[config.mk]
export PLATFORM = sky130hd
export DESIGN_NAME = fifo_req_sched
export DESIGN_NICKNAME = d
export VERILOG_FILES = /design/src/rtl/fifo_req_sched.sv
export SDC_FILE = /design/constraint.sdc
export NUM_CORES = 1
export LEC_CHECK = 0
export BUFFER_PORTS_ARGS = -buffer_cell sky130_fd_sc_hd__buf_2
export CAP_MARGIN = 20
export CORE_ASPECT_RATIO = 1.2
export CORE_MARGIN = 2
export CORE_UTILIZATION = 38
export CTS_CLUSTER_SIZE = 25
export DETAILED_ROUTE_END_ITERATION = 6
export HOLD_SLACK_MARGIN = 0.08
export PLACE_DENSITY = 0.79
export SYNTH_ARGS = -nofsm -noshare
export SYNTH_HDL_FRONTEND = slang
export SYNTH_SLANG_ARGS = --single-unit
[constraint.sdc]
create_clock -name clk -period 4.6 [get_ports clk]
set_input_delay 0.92 -clock clk [delete_from_list [all_inputs] [get_ports clk]]
set_output_delay 0.92 -clock clk [all_outputs]
set_load 0.005 [all_outputs]
[src/rtl/fifo_req_sched.sv]
// Round-robin bounded-burst write arbiter and read sequencer for the shared request FIFO.
// Latency: zero-cycle grant and pop. Backpressure: no grant at full, no pop at empty or when out_ready=0.
module fifo_req_sched #(
    parameter int WIDTH    = 21,
    parameter int DEPTH    = 32,
    parameter int ADDWIDTH = 5,
    parameter int NREQ     = 4,
    parameter int BURST    = 4
) (
    input  logic                  clk,
    input  logic                  reset,
    input  logic [NREQ-1:0]       req_valid,
    input  logic [NREQ*WIDTH-1:0] req_data,
    output logic [NREQ-1:0]       req_ready,
    output logic                  fifo_write,
    output logic [WIDTH-1:0]      fifo_dataIn,
    output logic                  fifo_read,
    input  logic [WIDTH-1:0]      fifo_dataOut,
    input  logic                  fifo_full,
    input  logic                  fifo_empty,
    output logic                  out_valid,
    output logic [WIDTH-1:0]      out_data,
    input  logic                  out_ready,
    output logic [2:0]            grant_id,
    output logic [ADDWIDTH:0]     count,
    output logic                  flag_err
);

    typedef enum logic {
        ST_IDLE  = 1'b0,
        ST_BURST = 1'b1
    } state_t;

    typedef struct packed {
        state_t     state;
        logic [2:0] owner;
        logic [3:0] beats;
        logic [2:0] rr_ptr;
        logic [2:0] grant_id;
    } sched_t;

    localparam logic [ADDWIDTH:0] FULL_CNT  = (ADDWIDTH+1)'(DEPTH);
    localparam logic [3:0]        BURST_MAX = 4'(BURST);
    localparam logic [3:0]        NREQ_L    = 4'(NREQ);
    localparam logic [2:0]        LAST_IDX  = 3'(NREQ - 1);

    sched_t            cur;
    sched_t            nxt;
    logic [ADDWIDTH:0] count_q;
    logic [ADDWIDTH:0] count_d;
    logic              flag_q;
    logic              space;
    logic              lock;
    logic              found;
    logic [2:0]        winner;
    logic [3:0]        cand;
    logic              flag_mismatch;

    // Circular search for the first valid requester starting at rr_ptr.
    always_comb begin
        found  = 1'b0;
        winner = '0;
        cand   = '0;
        for (int k = 0; k < NREQ; k++) begin
            cand = {1'b0, cur.rr_ptr} + 4'(k);
            if (cand >= NREQ_L) begin
                cand = cand - NREQ_L;
            end
            if (!found && req_valid[cand[2:0]]) begin
                found  = 1'b1;
                winner = cand[2:0];
            end
        end
    end

    always_comb begin
        nxt       = cur;
        req_ready = '0;
        space     = (count_q != FULL_CNT);
        lock      = (cur.state == ST_BURST) && req_valid[cur.owner] && (cur.beats < BURST_MAX);
        if (lock) begin
            // A locked owner stalled by a full FIFO keeps the port; nobody else gets in.
            if (space) begin
                req_ready[cur.owner] = 1'b1;
                nxt.beats            = cur.beats + 4'd1;
            end
        end else if (space && found) begin
            req_ready[winner] = 1'b1;
            nxt.state         = ST_BURST;
            nxt.owner         = winner;
            nxt.beats         = 4'd1;
            nxt.rr_ptr        = (winner == LAST_IDX) ? 3'd0 : winner + 3'd1;
            nxt.grant_id      = winner;
        end else begin
            nxt.state = ST_IDLE;
        end
        if (!reset) begin
            req_ready = '0;
        end
    end

    always_comb begin
        fifo_dataIn = '0;
        for (int i = 0; i < NREQ; i++) begin
            if (req_ready[i]) begin
                fifo_dataIn = req_data[i*WIDTH +: WIDTH];
            end
        end
    end

    assign fifo_write = |(req_ready & req_valid);

    // Reads only see words already counted: no read-through of a same-cycle write.
    assign out_valid = reset && (count_q != '0);
    assign fifo_read = out_valid && out_ready;
    assign out_data  = fifo_dataOut;

    assign count_d = count_q + (ADDWIDTH+1)'(fifo_write) - (ADDWIDTH+1)'(fifo_read);

    assign flag_mismatch = (fifo_full != (count_q == FULL_CNT)) ||
                           (fifo_empty != (count_q == '0));

    always_ff @(posedge clk) begin
        if (!reset) begin
            cur     <= '{state: ST_IDLE, owner: '0, beats: '0, rr_ptr: '0, grant_id: '0};
            count_q <= '0;
            flag_q  <= 1'b0;
        end else begin
            cur     <= nxt;
            count_q <= count_d;
            if (flag_mismatch) begin
                flag_q <= 1'b1;
            end
        end
    end

    assign grant_id = cur.grant_id;
    assign count    = count_q;
    assign flag_err = flag_q;

endmodule

After elaboration in Yosys (flattened, before gate mapping)
Cells that the tools add are included.

Equal/unequal tests: 6. Bitwise logic cells: 2. Order comparisons: 13. Reductions and logical operators: 20. Muxes and demuxes: 39. $add $sub $neg: 11.

Operators with widths (number): two-way mux 21 bit (4); two-way mux 3 bit (9); two-way mux 4 bit (6); less-than comparator 3 bit, second input constant (6); >= comparator 4 x 3 -> 1 bit, second input constant (3); two-way mux 1 bit (12); subtractor 3 bit, second input constant (4); binary-select mux 1 bit (select 2 bit) (5); logical AND 1 bit (10); two-way mux 10 bit (1); adder 3 x 2 -> 4 bit, second input constant (2); adder 6 x 1 -> 6 bit (1); equality test 6 bit, second input constant (1); >= comparator 3 x 1 -> 1 bit, second input constant (2); logical NOT 6 bit (1); != test 6 bit, second input constant (1); nonzero test 6 bit (1); subtractor 6 x 1 -> 6 bit (1); adder 3 x 1 -> 4 bit, second input constant (1); adder 4 x 1 -> 4 bit, second input constant (1); AND 4 bit (1); demux 1 bit (select 2 bit) (2); less-than comparator 4 x 3 -> 1 bit, second input constant (1); AND reduction 2 bit (2); 10 further kinds (13).

Flip-flop bits (word level): 18. Output and inout bits: 59. Word-level logic and storage cells: 97.

Logic depth before layout (Yosys ltp)
Gate-level depths: netlist (run 1).

Word-level depth: 25. Depth in mapped cells: 23. Gate-level depth less buffers: 20.

Worst setup path after synthesis (run 1)
OpenSTA, ideal clock, no wires.

Kind: reg-to-reg. Start: register cur[4] in the netlist's numbering. End: register count_q[4] (netlist: count[4]). Setup time: 0.116 ns. Data arrival time: 4.709 ns. Stages on the path, launching flop included: 20. Buffers on the path: 3. Period minus slack after synthesis: 4.824 ns. Path slack: -0.224 ns. Cells stage by stage: dfxtp_1 > clkbuf_1 > inv_1 > ha_1 > buf_2 > mux4_2 > or4_1 > o31ai_1 > inv_1 > ha_1 > a41oi_2 > inv_2 > buf_6 > a221o_1 > ha_1 > fa_1 > a21oi_1 > nor2_1 > or3_1 > and3_1.

Word-level cells in the longest chain between the ends: 25. Elaborated cells on any way between the ends: 50. Classes of those cells: 9 x add/sub; 6 x order compare; 25 x mux; 1 x bitwise; 9 x reduce/logical.

Ends and longest elaborated chain: start, declared (line 47) `sched_t cur;`; start signal, assigned (line 125) `cur <= '{state: ST_IDLE, owner: '0, beats: '0, rr_ptr: '0, grant_id: '0};`; start signal, assigned (line 129) `cur <= nxt;`; parallel branches: the longest is 13 deep, another holds adder 3 x 1 -> 4 bit; two-way mux 3 bit * (line 69) `if (!found && req_valid[cand[2:0]]) begin`; via winner[1] (line 55) `logic [2:0] winner;`; >= comparator 3 x 1 -> 1 bit (implied by the code) or less-than comparator 3 bit (tied branches) (line 88) `req_ready[winner] = 1'b1;`; logical AND 1 bit (implied by the code) (line 88); two-way mux 1 bit (implied by the code) (line 88); demux 1 bit (select 2 bit) * (line 88); two-way mux 4 bit * (line 87) `end else if (space && found) begin`; two-way mux 4 bit * (line 81) `if (lock) begin`; two-way mux 4 bit * (line 97) `if (!reset) begin`; via req_ready[2] (line 14) `output logic [NREQ-1:0] req_ready,`; AND 4 bit * (line 111) `assign fifo_write = |(req_ready & req_valid);`; OR reduction 4 bit * (line 111); via fifo_write (line 15) `output logic fifo_write,`; adder 6 x 1 -> 6 bit * (line 118) `assign count_d = count_q + (ADDWIDTH+1)'(fifo_write) - (ADDWIDTH+1)'(fifo_read);`; subtractor 6 x 1 -> 6 bit * (line 118); end signal, assigned (line 130) `count_q <= count_d;`; end, declared (line 49) `logic [ADDWIDTH:0] count_q;`.

Mark *: on every way through the listed nets, which the timed path passes. The select of a mux whose other input is x is not followed. A chain may end at the register's enable or synchronous reset.

Worst setup path in the final report (run 1)
Start: input req_valid[1]. End: output fifo_dataIn[13].

Word-level cells in the longest chain between the ends: 23. Elaborated cells on any way between the ends: 39. Classes of those cells: 2 x order compare; 27 x mux; 10 x reduce/logical.

Ends and longest elaborated chain: start, declared (line 12) `input logic [NREQ-1:0] req_valid,`; binary-select mux 1 bit (select 2 bit) (line 69); two-way mux 1 bit (implied by the code) (line 69); two-way mux 1 bit (line 69); logical NOT 1 bit (line 69); logical AND 1 bit (line 69); two-way mux 1 bit (line 69); logical NOT 1 bit (line 69); logical AND 1 bit (line 69); [5 not listed]; logical AND 1 bit (implied by the code) (line 88); two-way mux 1 bit (implied by the code) (line 88); demux 1 bit (select 2 bit) (line 88); two-way mux 4 bit (line 87); two-way mux 4 bit * (line 81); two-way mux 4 bit * (line 97); two-way mux 21 bit (3 in a row) (line 105) `if (req_ready[i]) begin`; two-way mux 21 bit * (line 105); end, declared (line 16) `output logic [WIDTH-1:0] fifo_dataIn,`.

Every way passes the cells marked *; elsewhere a longest branch is shown, timed or not. The select of a mux whose other input is x is not followed.

==> results of run 1 <==
-- cells in the mapped netlist, types with 2 or more instances --
library cell / number / share of area, %
o21ai_0: 27 / 5.5
mux4_2: 4 / 3.7
nand3b_1: 2 / 0.61
a21oi_1: 8 / 1.6
mux2_2: 2 / 0.92
a221o_1: 2 / 0.82
mux2i_1: 3 / 1.2
a41oi_2: 2 / 1.3
a221oi_1: 4 / 1.4
nand2_1: 36 / 5.5
a21boi_0: 2 / 0.61
ha_1: 16 / 8.2
nor3b_1: 4 / 1.2
o21ai_1: 21 / 4.3
buf_2: 7 / 1.4
a22oi_1: 4 / 1.2
nor3_1: 4 / 0.82
dfxtp_1: 18 / 15
xnor2_1: 3 / 1.1
a21o_1: 2 / 0.61
nor2_1: 11 / 1.7
inv_1: 16 / 2.4
a31oi_1: 2 / 0.51
nand3_1: 4 / 0.82
o31a_1: 2 / 0.71
and3_1: 6 / 1.5
xor2_1: 4 / 1.4
and3b_1: 2 / 0.71
buf_6: 2 / 0.92
nor2b_1: 8 / 2.0
clkbuf_1: 15 / 2.3
buf_4: 24 / 7.3
and2_1: 8 / 2.0
o221ai_1: 2 / 0.71
or4_1: 2 / 0.61
a221oi_2: 18 / 11
-- registers in the layout (all words and copies together) (netlist names) --
name and count:
flag_err 1, grant_id 3, count 6, cur 8
-- worst max path at each step --
| stage | from | end | slack (ns) | depth (start not counted) |
|---|---|---|---|---|
| after global routing | req_valid[3] | fifo_dataIn[1] | -0.03 | 15 |
| after floorplan | req_valid[2] | count[4] | 0.04 | 16 |
| after CTS | cur[3] | fifo_dataIn[18] | 0.004 | 17 |
| after global placement | req_valid[2] | count[4] | 0.08 | 17 |
| final | req_valid[1] | fifo_dataIn[13] | 0.09 | 13 |
| after detailed placement | req_valid[2] | count[4] | -0.04 | 15 |
-- layout make-up --
class	instances	area [um2]
multi-input combinational	232	1810
tap	85	106
sequential	18	362
inverter	17	63.8
clock buffer	4	55.1
timing repair buffer	152	877
fill	628	3050
-- per-layer routing --
layer  GRT usage [%]  share of wire (%)
met1            25.3                 42
met2            38.1                 50
met3            2.76                6.1
met4            6.70                1.5
met5               0                  0
-- power breakdown --
part | internal (mW) | total, mW | switching (mW)
sequential | 0.204 | 0.251 | 0.0466
combinational | 0.769 | 1.59 | 0.819
clock | 0.0759 | 0.126 | 0.0506
-- what timing repair did --
action / in CTS / in global routing
endpoints found under the setup margin: 0 / 21
setup buffers: 0 / 3
resized for setup: 0 / 20
-- worst max-delay path: stages --
cell and delay [ns]:
buf_4 0.15, mux4_2 0.49, or4_4 0.55, o31ai_4 0.08, buf_4 0.17, ha_4 0.12, and3_4 0.17, o21ai_2 0.06
a21boi_4 0.31, clkbuf_16 0.23, a221oi_2 0.06, o21ai_1 0.14, buf_2 0.14
-- stage by stage --
stage / hold slack (ns) / setup TNS [ns]
final: 0.493 / 0
after global routing: 0.514 / -0.117
after global placement: 0.461 / 0
after floorplan: 0.454 / 0
after detailed placement: 0.489 / -0.0367
after CTS: 0.501 / 0
-- cell families after synthesis --
family,Yosys count
AOI/OAI and AO/OA,104
and+or+nand+nor,95
buffers and inverters,65
DFF,18
adders and majority gates,17
muxes,9
xor gates and xnor gates,7
==> results.py, run 1 <==
metrics = {
    "place": {
        "dp.cells": 500,
        "dpl_cell_area_um2": 3100,
        "hpwl_mm": 6.36,
        "place_congestion": 0.918,
        "port_buffers": 130,
        "dpl_worst_slack_ns": -0.0367,
    },
    "logic_synthesis": {
        "synthDistinctLibCells": 54,
        "synth_nets": 446,
        "ys_ff_latch": 18,
        "synth_mux_area_share_pct": 5.81,
        "synth_top_family_by_area": "compound AO/OA/AOI/OAI gates",
        "synth-main-ff-cell": "dfxtp_1",
        "synth_compound_area_share_pct": 33.2,
        "synthAdderAreaFrac_pct": 8.97,
        "avgSynthCellArea_um2": 7.79,
        "synth-async-reset-ratio_pct": 0,
        "syn-cell-area_um2": 2450,
        "synth_simple_gate_area_share_pct": 20.2,
        "ys_warn_count": 0,
        "yosysSeqAreaShare_pct": 14.7,
        "synth-edff-count": 0,
        "synthCells": 315,
        "synth_xor_area_share_pct": 2.50,
    },
    "finish": {
        "final_cell_count_no_fill": 508,
        "final_cell_mix": "127 x buf_2, 36 x nand2_1, 25 x o21ai_0, 21 x o21ai_1",
        "area_growth_pct": 33.3,
        "final_common_cell": "buf_2",
        "fin_nets": 555,
        "drive_above_1_share_pct": 46.3,
        "stdcell_area_um2": 3270,
        "diodes": 0,
        "utilization_pct": 51.7,
    },
    "setup_path": {
        "cp.required_ns": 3.68,
        "reg2reg_to": "count[4]",
        "r2r_setup_slack_ns": 0.28,
        "startpoint_type": "primary input",
        "crit_fanout": 9,
        "r2r-start": "cur[3]",
        "worstSetupEndpointType": "output pin",
        "setup.worst_path.class": "primary input to output pin",
        "cp_data_arrival_time_ns": 3.59,
        "reg2reg_depth": 20,
    },
    "cts": {
        "clk_transition_reported_paths_ns": 0.07,
        "cts_inserted_buffers": 3,
        "cts_tree": "done",
        "h-tree-depth": 1,
        "ctsHoldBuffers": 0,
        "clk_latency_ns": 0.25,
        "clkSinkCount": 18,
        "cts-root-buf": "clkbuf_8",
        "clk_path_buf_depth": 2,
    },
    "global_route": {
        "antenna_found_initial": 0,
        "grt_pass1_wl_mm": 12.3,
        "grt_max_degree": 28,
        "gr-total-overflow": 0,
        "grt_usage_pct": 21.0,
        "grt_pass1_vias": 2609,
    },
    "floorplan": {
        "dieWidth_um": 77.4,
        "die-area_um2": 7120,
        "dieHeight_um": 92.0,
        "start_util_pct": 38.8,
        "core_region_area_um2": 6330,
        "io_pins": 173,
        "fp-row-count": 32,
    },
    "timing": {
        "fin_ws_ns": 0.0940,
        "maxSlewHeadroom_pct": 72.8,
        "skew_ns": 0.00147,
        "worst_pin_slew_ns": 0.408,
        "min_period_ns": 4.51,
        "clock.fmax_ghz": 0.222,
        "slew_violations": 0,
        "hold_violations": 0,
        "period_share_pct": 98.0,
        "setup_violations": 0,
    },
    "drt": {
        "wire_per_inst_um": 16.0,
        "dr.first_iter.drc_count": 148,
        "ant_nets": 0,
        "routed_via_density": 5.45,
        "first_pass_iters": 4,
        "route.final.wire_length_mm": 8.15,
        "drc": 0,
        "vias": 2767,
    },
    "pwr": {
        "cellPowerDensity_nw_per_um2": 601,
        "p_total_mw": 1.97,
        "leakagePower_nw": 1.55,
        "ir_drop_uv": 321,
    },
    "flow_run": {
        "max_cap_violations": 0,
    },
    "worst_hold_path": {
        "hold_end": "cur[9]",
        "min_from": "cur[9]",
        "min_path_type": "register to register",
        "hold_depth": 1,
    },
    "outcome": {
        "status": "finished clean",
    },
}
No activity file was read; power rests on OpenSTA's default activity.
==> run 2: changes to the inputs <==
--- a/config.mk
+++ b/config.mk
@@ -10,9 +10,10 @@
 export CORE_ASPECT_RATIO = 1.2
 export CORE_MARGIN = 2
-export CORE_UTILIZATION = 38
+export CORE_UTILIZATION = 39
+export CTS_BUF_LIST = sky130_fd_sc_hd__clkbuf_8
 export CTS_CLUSTER_SIZE = 25
 export DETAILED_ROUTE_END_ITERATION = 6
 export HOLD_SLACK_MARGIN = 0.08
-export PLACE_DENSITY = 0.79
+export PLACE_DENSITY = 0.81
 export SYNTH_ARGS = -nofsm -noshare
 export SYNTH_HDL_FRONTEND = slang
==> constraint.sdc (replaced) <==
create_clock -name clk -period 4.6 [get_ports clk]
set_input_delay 0.46 -clock clk [delete_from_list [all_inputs] [get_ports clk]]
set_output_delay 0.46 -clock clk [all_outputs]
set_load 0.005 [all_outputs]
==> run 2 against run 1 <==
Net effect:
- via count grew 1.2%
- clock power is essentially flat
- global-route usage grew 1.0 points
- non-clock buffer count shrank 12
- worst hold slack lost 0.0083 ns
- critical path depth grew 6
- flip-flop and latch count is the same
- critical path type is now register to register
- critical endpoint is now count[4]
- largest cell class unchanged
==> results.py, run 2 (synthesized netlist as in run 1, its figures left out) <==
metrics = {
    "floorplan": {
        "dieWidth_um": 76.4,
        "fp-row-count": 31,
        "start_util_pct": 40.6,
        "die-area_um2": 6950,
        "io_pins": 173,
        "dieHeight_um": 90.9,
        "core_region_area_um2": 6050,
    },
    "finish": {
        "final_common_cell": "buf_2",
        "drive_above_1_share_pct": 42.8,
        "n_fill_cell": 585,
        "largest_reg_flops": 8,
        "diodes": 0,
        "area_growth_pct": 24.4,
        "final_cell_mix": "130 x buf_2, 36 x nand2_1, 27 x o21ai_0, 20 x o21ai_1, 18 x a221oi_2",
        "fin_nets": 543,
        "top_register": "cur",
    },
    "timing": {
        "fin_tns_setup_ns": 0,
        "hold_violations": 0,
        "rsz0062_at_grt": "no",
        "maxSlewHeadroom_pct": 55.2,
        "worst_pin_slew_ns": 0.672,
        "slew_violations": 0,
        "min_period_ns": 4.33,
        "setup_violations": 0,
        "clock.fmax_ghz": 0.231,
        "skew_ns": 0.00167,
        "period_share_pct": 94.2,
    },
    "flow_run": {
        "max_cap_violations": 0,
    },
    "drt": {
        "dr.first_iter.drc_count": 158,
        "ant_nets": 0,
        "drc": 0,
        "route.final.wire_length_mm": 7.87,
        "routed_via_density": 5.68,
        "vias": 2800,
        "wire_per_inst_um": 16.0,
        "first_pass_iters": 4,
    },
    "setup_path": {
        "setup.worst_path.class": "register to register",
        "cp.required_ns": 4.75,
        "worstSetupEndpointType": "register",
        "cp_data_arrival_time_ns": 4.48,
        "startpoint_type": "register",
        "crit_fanout": 11,
    },
    "global_route": {
        "grt_pass1_wl_mm": 12.7,
        "grt_usage_pct": 22.0,
        "grt_pass1_vias": 2696,
        "gr-total-overflow": 0,
        "grt_max_degree": 28,
        "antenna_found_initial": 0,
    },
    "cts": {
        "ctsHoldBuffers": 0,
        "clk_latency_ns": 0.25,
        "h-tree-depth": 1,
        "clk_path_buf_depth": 2,
        "cts_setup_buffers": 0,
        "cts_tree": "done",
        "cts_inserted_buffers": 3,
        "clkSinkCount": 18,
        "clk_transition_reported_paths_ns": 0.07,
        "ctsResizeCount": 0,
        "cts-root-buf": "clkbuf_8",
    },
    "place": {
        "port_buffers": 130,
        "place_congestion": 0.896,
        "hpwl_mm": 6.15,
    },
    "worst_hold_path": {
        "min_path_type": "register to register",
    },
    "pwr": {
        "leakagePower_nw": 1.47,
        "cellPowerDensity_nw_per_um2": 597,
        "p_total_mw": 1.82,
        "ir_drop_uv": 362,
    },
    "outcome": {
        "status": "finished clean",
    },
}
-- run 2: changes by cell type in the layout (fill, tap and decap cells not counted), sizes merged --
cell / change
clkbuf: -1
buf: -11
-- run 2: per-stage QoR --
step                hold slack [ns]  cell area [um2]  setup slack, ns  util [%]  cells
floorplan                     0.454             2470           0.0285         -    315
global placement              0.461             2990            0.417      49.5    489
detailed placement            0.469             2990            0.283      49.5    489
CTS                           0.491             3050            0.260      50.4    493
global route                  0.515             3050           0.0270      50.5    493
finish                        0.485             3050            0.266      50.5    493
-- run 2: metal layers --
layer	share of wire, %	global-route usage, %
met1	39	25.2
met5	0	0
met4	4.0	10.9
met2	49	39.1
met3	8.3	3.80
-- run 2: critical path, cell delays in order, from the launching register on --
cell	delay, ns
dfxtp_1	0.33
inv_1	0.06
ha_1	0.33
buf_4	0.19
or3b_1	0.37
a2111o_1	0.40
nand2_1	0.09
o31ai_2	0.08
buf_4	0.14
ha_1	0.17
and3_1	0.14
o21ai_0	0.09
a21boi_2	0.09
a221o_1	0.40
ha_1	0.23
fa_1	0.41
a21oi_1	0.17
nor2_1	0.06
or3_1	0.30
and3_1	0.18
-- run 2: final timing paths --
| path | end | startpoint | slack [ns] | cells past startpoint |
|---|---|---|---|---|
| setup / recovery | count[4] | cur[3] | 0.27 | 19 |
| hold / removal | flag_err | flag_err | 0.48 | 1 |
| setup reg to reg | count[4] | cur[3] | 0.27 | 19 |
| hold reg to reg | flag_err | flag_err | 0.48 | 1 |
-- run 2: cell type report --
| cell class | count | area, um2 | share of cell area [%] |
|---|---|---|---|
| tap | 82 | 103 | 3.36 |
| multi-input combinational | 232 | 1750 | 57.1 |
| inverter | 17 | 63.8 | 2.09 |
| clock buffer | 4 | 55.1 | 1.80 |
| timing repair buffer | 140 | 726 | 23.8 |
| sequential | 18 | 362 | 11.8 |
-- run 2: power by group --
part / switching, mW / internal [mW] / total, mW
clock network: 0.0509 / 0.0760 / 0.127
logic: 0.774 / 0.676 / 1.45
registers: 0.0437 / 0.204 / 0.248
